<file path="src/rtl/pipe_ctrl_pkg.sv">
// Shared definitions for the control-bundle pipeline: bit positions inside
// the WB / M / EX bundles and the forwarding-select encoding.
package pipe_ctrl_pkg;

  // Bundle widths
  localparam int WB_W    = 2;
  localparam int M_W     = 3;
  localparam int EX_W    = 5;
  localparam int ALUOP_W = 3;

  // WB bundle bit positions
  localparam int WB_REGWRITE = 0;
  localparam int WB_MEMTOREG = 1;

  // M bundle bit positions
  localparam int M_BRANCH   = 0;
  localparam int M_MEMREAD  = 1;
  localparam int M_MEMWRITE = 2;

  // EX bundle bit positions
  localparam int EX_REGDST    = 0;
  localparam int EX_ALUOP_LSB = 1;
  localparam int EX_ALUSRC    = 4;

  // ALU operand source select
  typedef enum logic [1:0] {
    FWD_RF    = 2'b00,
    FWD_MEMWB = 2'b01,
    FWD_EXMEM = 2'b10
  } fwd_sel_e;

endpackage

</file>
<file path="src/rtl/pipe_ctrl_stager_fwd_select.sv">
// Forwarding compare for one ALU operand. The nearer producer (EX/MEM) wins
// over the older one (MEM/WB); register 0 is never forwarded.
module fwd_select
  import pipe_ctrl_pkg::*;
#(
  parameter int REG_W = 5
) (
  input  logic [REG_W-1:0] i_src_reg,
  input  logic             i_exmem_wr,
  input  logic [REG_W-1:0] i_exmem_dst,
  input  logic             i_memwb_wr,
  input  logic [REG_W-1:0] i_memwb_dst,
  output logic [1:0]       o_fwd_sel
);

  logic w_exmem_hit;
  logic w_memwb_hit;

  assign w_exmem_hit = i_exmem_wr && (i_exmem_dst != '0) && (i_exmem_dst == i_src_reg);
  assign w_memwb_hit = i_memwb_wr && (i_memwb_dst != '0) && (i_memwb_dst == i_src_reg);

  // Priority select: youngest matching producer first, register file last.
  always_comb begin
    // NOTE: every branch of a combinational block must leave the output
    // assigned; the default up front guarantees that and prevents a latch.
    o_fwd_sel = FWD_RF;
    if (w_exmem_hit) begin
      o_fwd_sel = FWD_EXMEM;
    end else if (w_memwb_hit) begin
      o_fwd_sel = FWD_MEMWB;
    end
  end

endmodule

</file>
<file path="src/rtl/pipe_ctrl_stager.sv">
// Carries decoded control bundles through ID/EX, EX/MEM and MEM/WB, detects
// load-use hazards (stall + bubble), flushes on a taken branch, and produces
// operand forwarding selects plus saturating stall/flush event counters.
module pipe_ctrl_stager
  import pipe_ctrl_pkg::*;
#(
  parameter int REG_W = 5,
  parameter int CNT_W = 16
) (
  input  logic               clk,
  input  logic               rst_n,
  input  logic               id_valid,
  input  logic [WB_W-1:0]    id_wb,
  input  logic [M_W-1:0]     id_m,
  input  logic [EX_W-1:0]    id_ex,
  input  logic [REG_W-1:0]   id_rs,
  input  logic [REG_W-1:0]   id_rt,
  input  logic [REG_W-1:0]   id_rd,
  input  logic               mem_zero,
  output logic [ALUOP_W-1:0] ex_alu_op,
  output logic               ex_alu_src,
  output logic [REG_W-1:0]   ex_dst,
  output logic               mem_read,
  output logic               mem_write,
  output logic               mem_branch,
  output logic               wb_reg_write,
  output logic               wb_mem_to_reg,
  output logic [REG_W-1:0]   wb_dst,
  output logic [1:0]         fwd_a,
  output logic [1:0]         fwd_b,
  output logic               stall,
  output logic               flush,
  output logic               pc_src,
  output logic [CNT_W-1:0]   stall_cnt,
  output logic [CNT_W-1:0]   flush_cnt
);

  typedef struct packed {
    logic             valid;
    logic [WB_W-1:0]  wb;
    logic [M_W-1:0]   m;
    logic [EX_W-1:0]  ex;
    logic [REG_W-1:0] rs;
    logic [REG_W-1:0] rt;
    logic [REG_W-1:0] rd;
  } idex_t;

  typedef struct packed {
    logic             valid;
    logic [WB_W-1:0]  wb;
    logic [M_W-1:0]   m;
    logic [REG_W-1:0] dst;
  } exmem_t;

  typedef struct packed {
    logic             valid;
    logic [WB_W-1:0]  wb;
    logic [REG_W-1:0] dst;
  } memwb_t;

  localparam int IDEX_W = $bits(idex_t);

  idex_t            r_idex;
  exmem_t           r_exmem;
  memwb_t           r_memwb;
  logic [CNT_W-1:0] r_stall_cnt;
  logic [CNT_W-1:0] r_flush_cnt;

  logic [IDEX_W-1:0] w_id_raw;
  logic [IDEX_W-1:0] w_id_bits;
  idex_t             w_id_clean;
  idex_t             w_idex_nxt;
  exmem_t            w_exmem_nxt;
  memwb_t            w_memwb_nxt;
  logic [REG_W-1:0]  w_ex_dst;
  logic              w_flush;
  logic              w_load_use;
  logic              w_stall;
  logic              w_exmem_wr;
  logic              w_memwb_wr;

  // Capture the ID bundle with any unknown bit forced to 0 so don't-care
  // fields (RegDst, MemtoReg on stores/branches) cannot leak downstream.
  always_comb begin
    w_id_raw = {id_valid, id_wb, id_m, id_ex, id_rs, id_rt, id_rd};
    for (int i = 0; i < IDEX_W; i++) begin
      w_id_bits[i] = (w_id_raw[i] === 1'b1);
    end
  end

  assign w_id_clean = idex_t'(w_id_bits);

  // Hazard detection: a taken branch in MEM overrides a load-use stall.
  assign w_flush    = r_exmem.valid & r_exmem.m[M_BRANCH] & mem_zero;
  assign w_load_use = r_idex.valid & r_idex.m[M_MEMREAD] & w_id_clean.valid
                    & (r_idex.rt != '0)
                    & ((r_idex.rt == w_id_clean.rs) | (r_idex.rt == w_id_clean.rt));
  assign w_stall    = w_load_use & ~w_flush;

  assign w_ex_dst = r_idex.ex[EX_REGDST] ? r_idex.rd : r_idex.rt;

  // Next-state for the three stage registers, including bubble insertion.
  always_comb begin
    w_idex_nxt = w_id_clean;
    if (w_flush || w_stall) begin
      w_idex_nxt = '0;
    end

    w_exmem_nxt.valid = r_idex.valid;
    w_exmem_nxt.wb    = r_idex.wb;
    w_exmem_nxt.m     = r_idex.m;
    w_exmem_nxt.dst   = w_ex_dst;
    if (w_flush) begin
      w_exmem_nxt = '0;
    end

    w_memwb_nxt.valid = r_exmem.valid;
    w_memwb_nxt.wb    = r_exmem.wb;
    w_memwb_nxt.dst   = r_exmem.dst;
  end

  // Stage registers advance every cycle; bubbles are already folded in.
  always_ff @(posedge clk or negedge rst_n) begin
    if (!rst_n) begin
      r_idex  <= '0;
      r_exmem <= '0;
      r_memwb <= '0;
    end else begin
      // NOTE: clocked state uses non-blocking assignments so every register
      // samples pre-edge values, independent of statement order.
      r_idex  <= w_idex_nxt;
      r_exmem <= w_exmem_nxt;
      r_memwb <= w_memwb_nxt;
    end
  end

  // Saturating event counters: hold at all-ones instead of wrapping.
  always_ff @(posedge clk or negedge rst_n) begin
    if (!rst_n) begin
      r_stall_cnt <= '0;
      r_flush_cnt <= '0;
    end else begin
      if (w_stall && (r_stall_cnt != '1)) begin
        r_stall_cnt <= r_stall_cnt + CNT_W'(1);
      end
      if (w_flush && (r_flush_cnt != '1)) begin
        r_flush_cnt <= r_flush_cnt + CNT_W'(1);
      end
    end
  end

  assign w_exmem_wr = r_exmem.valid & r_exmem.wb[WB_REGWRITE];
  assign w_memwb_wr = r_memwb.valid & r_memwb.wb[WB_REGWRITE];

  fwd_select #(.REG_W(REG_W)) u_fwd_a (
    .i_src_reg  (r_idex.rs),
    .i_exmem_wr (w_exmem_wr),
    .i_exmem_dst(r_exmem.dst),
    .i_memwb_wr (w_memwb_wr),
    .i_memwb_dst(r_memwb.dst),
    .o_fwd_sel  (fwd_a)
  );

  fwd_select #(.REG_W(REG_W)) u_fwd_b (
    .i_src_reg  (r_idex.rt),
    .i_exmem_wr (w_exmem_wr),
    .i_exmem_dst(r_exmem.dst),
    .i_memwb_wr (w_memwb_wr),
    .i_memwb_dst(r_memwb.dst),
    .o_fwd_sel  (fwd_b)
  );

  // EX outputs are raw fields; MEM and WB outputs are qualified by valid.
  assign ex_alu_op     = r_idex.ex[EX_ALUOP_LSB +: ALUOP_W];
  assign ex_alu_src    = r_idex.ex[EX_ALUSRC];
  assign ex_dst        = w_ex_dst;
  assign mem_read      = r_exmem.valid & r_exmem.m[M_MEMREAD];
  assign mem_write     = r_exmem.valid & r_exmem.m[M_MEMWRITE];
  assign mem_branch    = r_exmem.valid & r_exmem.m[M_BRANCH];
  assign wb_reg_write  = r_memwb.valid & r_memwb.wb[WB_REGWRITE];
  assign wb_mem_to_reg = r_memwb.valid & r_memwb.wb[WB_MEMTOREG];
  assign wb_dst        = r_memwb.valid ? r_memwb.dst : '0;
  assign stall         = w_stall;
  assign flush         = w_flush;
  assign pc_src        = w_flush;
  assign stall_cnt     = r_stall_cnt;
  assign flush_cnt     = r_flush_cnt;

endmodule
</file>
<file path="config.mk">
export PLATFORM = sky130hd
export DESIGN_NAME = pipe_ctrl_stager
export DESIGN_NICKNAME = d
export VERILOG_FILES = /design/src/rtl/pipe_ctrl_pkg.sv /design/src/rtl/pipe_ctrl_stager_fwd_select.sv /design/src/rtl/pipe_ctrl_stager.sv
export SDC_FILE = /design/constraint.sdc
export NUM_CORES = 1
export LEC_CHECK = 0
export CORE_MARGIN = 2
export CORE_UTILIZATION = 35
export CTS_BUF_LIST = sky130_fd_sc_hd__clkbuf_2 sky130_fd_sc_hd__clkbuf_4 sky130_fd_sc_hd__clkbuf_8
export DETAILED_ROUTE_END_ITERATION = 16
export PLACE_DENSITY = 0.68
export SYNTH_ARGS = -nofsm -noshare
export SYNTH_HDL_FRONTEND = slang
export SYNTH_HIERARCHICAL = 1
export SYNTH_SLANG_ARGS = --single-unit
</file>
<file path="constraint.sdc">
create_clock -name clk -period 3.1 [get_ports clk]
set_input_delay 0.31 -clock clk [delete_from_list [all_inputs] [get_ports clk]]
set_output_delay 0.31 -clock clk [all_outputs]
set_load 0.05 [all_outputs]
</file>
==> impl_metrics.py <==
metrics = {
    "clock_tree": {
        "cts_made_buffers": 9,
        "cts_tree": "built",
        "cts_hold_buf": 0,
        "clkSlewWorstSetupHoldPaths_ps": 90,
        "post_cts_resized": 0,
        "cts_buffer_depth": 2,
        "clock_sinks": 77,
        "insertion_delay_ps": 340,
        "cts_root_buf": "clkbuf_8",
        "htree_levels": 3,
        "post_cts_buffers": 0,
    },
    "global_routing": {
        "grt_pass1_vias": 2605,
        "track_usage_pct": 15.04,
        "grt_max_degree": 78,
        "antenna_found_initial": 0,
        "grt_pass1_wl_mm": 13.17,
        "globalRouteOverflowTotal": 0,
    },
    "yosys": {
        "synth_commonest_cells": "77 x dfrtp_1, 40 x xnor2_1, 39 x and2_1",
        "synth_warnings": 6,
        "syn_inst": 310,
        "synth_async_sr_flop_share_pct": 100.0,
        "synth.distinct_cells": 42,
        "syn_avg_cell_area_um2": 11.60,
        "synth_top_area_cell": "dfrtp_1",
        "yosysTopAreaCellShare_pct": 53.57,
        "syn_area_mm2": 0.003597,
        "synth_flop_cell": "dfrtp_1",
        "yosysMostFrequentCell": "dfrtp_1",
        "synth_edf_count": 0,
        "yosysSeqAreaShare_pct": 53.57,
        "synth_area_leaders": "dfrtp_1 54%, xnor2_1 9.7%, and2_1 6.8%",
        "synth-seq-cells": 77,
        "syn_nets": 341,
    },
    "min_path": {
        "hold_path.class": "input pin to async pin",
    },
    "place": {
        "dp.cells": 524,
        "dp_slack_ps": 712.4,
        "port_buffers": 86,
        "dpl.hpwl_mm": 5.807,
        "place_congestion": 0.8055,
    },
    "power_and_ir_drop": {
        "power.total_mw": 2.518,
        "irDropWorstVdd_mv": 0.4523,
        "p_leak_nw": 1.906,
        "power.density_mw_per_mm2": 528.7,
    },
    "critical_path": {
        "path_class": "flip-flop to output pin",
        "arrival_ps": 2340,
        "path_max_fanout": 5,
        "crit_required_ps": 2790,
        "endpoint_kind": "output pin",
        "start_kind": "flip-flop",
    },
    "timing": {
        "slew_headroom_pct": 37.84,
        "finalCritPeriodShare_pct": 85.64,
        "drv_slew": 0,
        "setup-tns-final_ps": 0,
        "setup_slack_ps": 445.0,
        "fin_crit_ps": 2655,
        "grt_setup_unrepaired": "no",
        "max_freq_mhz": 376.7,
        "clock-skew-final_ps": 13.39,
        "tightestPinTransition_ps": 932.4,
        "hold_viol": 0,
        "setup_violations": 0,
    },
    "route": {
        "drtIter0Drc": 104,
        "routed_wl_mm": 7.916,
        "firstDrtPassIters": 4,
        "ant_nets": 0,
        "wire_per_inst_um": 14.66,
        "drc": 0,
        "vias": 2636,
        "vias_per_cell": 4.881,
    },
    "cells_and_area": {
        "area_delta_synth_final_pct": 32.38,
        "fillers": 948,
        "drive_above_1_share_pct": 10.40,
        "fin_cells": 540,
        "final_util_pct": 46.97,
        "diodes": 0,
        "nNetsFinal": 430,
    },
    "die": {
        "num_rows": 37,
        "core_area_mm2": 0.01014,
        "die_x_um": 105.4,
        "fp.dieH_um": 105.4,
        "io-pin-count": 87,
        "initial_utilization_pct": 35.48,
        "dieArea_mm2": 0.01110,
    },
    "job": {
        "cap_violations": 0,
    },
    "run_status": {
        "status": "completed",
    },
}
final cells by class:
type	instances	area, µm²	area share (%)
flip-flops and latches	77	1927	40.46
clock inverters	6	50.05	1.051
well taps	136	170.2	3.573
clock buffers	10	137.6	2.890
multi-input cells	220	1583	33.24
repair buffers	88	883.3	18.55
inverters	3	11.26	0.2365
power breakdown:
group	internal, mW	switching [mW]
Clock	0.326	0.394
Sequential	1.09	0.103
Combinational	0.241	0.364
logic make-up (layout without fill, tap and decap cells):
logic type	count (synthesis)	in the layout	synth area share, %
multiplexers	9	9	2.817
AO/OA/AOI/OAI	17	17	5.043
adder cells (fa/ha/maj)	2	2	0.6955
XOR/XNOR	52	52	12.66
AND/OR/NAND/NOR	140	140	22.78
flip-flops	77	77	53.57
buffers and inverters	13	107	2.434
worst paths after layout:
| path | startpoint | slack (ps) | end | cells past startpoint |
|---|---|---|---|---|
| max | r_exmem[1]$_DFF_PN0_ | 450 | fwd_b[0] | 4 |
| min | rst_n | 110 | ex_alu_op[1]$_DFF_PN0_ | 1 |
| max reg2reg | r_idex[8]$_DFF_PN0_ | 910 | stall_cnt[1]$_DFFE_PN0P_ | 5 |
| min reg2reg | r_exmem[9]$_DFF_PN0_ | 350 | r_memwb[6]$_DFF_PN0_ | 0 |
| max in group asynchronous | rst_n | 2390 | stall_cnt[10]$_DFFE_PN0P_ | 1 |
| min in group clk | r_exmem[9]$_DFF_PN0_ | 350 | r_memwb[6]$_DFF_PN0_ | 0 |
stage by stage:
stage          hold WS (ps)  cell area [µm²]
2_1_floorplan         14.41             3597
3_3_place_gp          333.9             4574
3_5_place_dp          334.7             4574
4_1_cts               140.9             4762
5_1_grt               187.5             4762
6_report              107.3             4762
state kept, by name (all words and copies together) (netlist names):
name / flops
ex_alu_op: 3
ex_alu_src: 1
flush_cnt: 16
r_exmem: 11
r_idex: 22
r_memwb: 8
stall_cnt: 16
cell usage in the layout, fill, tap and decap left out, types with 2 or more instances in the layout:
master	netlist	routed
clkdlybuf4s50_1	0	84
dfrtp_1	77	77
xnor2_1	40	40
and2_1	39	39
nand3_1	19	19
nand2_1	16	16
nand4_1	13	13
xor2_1	12	12
nor2b_1	11	11
nor2_1	11	11
clkbuf_8	0	10
mux2_2	6	6
nor4_1	6	6
a21oi_1	5	5
and3_1	4	4
and4_1	4	4
nor3_1	4	4
mux2_1	3	3
nor3_2	3	3
inv_6	0	3
buf_4	6	3
nand2_2	2	2
nor4b_1	2	2
inv_1	2	2
ha_1	2	2
o41ai_2	2	2
a211oi_2	2	2
metal layers:
| layer | up-vias | global-route usage, % | routed length, µm |
|---|---|---|---|
| met2 | 66 | 25.25 | 4024 |
| met1 | 1317 | 19.25 | 3448 |
| met4 | 0 | 4.000 | 55 |
| met3 | 5 | 3.896 | 387 |
| li1 | 1248 | - | - |
| met5 | - | 0 | 0 |
critical path, stage by stage, from the launching register on:
cell and delay [ps]:
dfrtp_1 460, o41ai_2 410, a211oi_2 150, nor3_2 180, clkdlybuf4s50_1 810
Power figures use the tool's default switching activity.
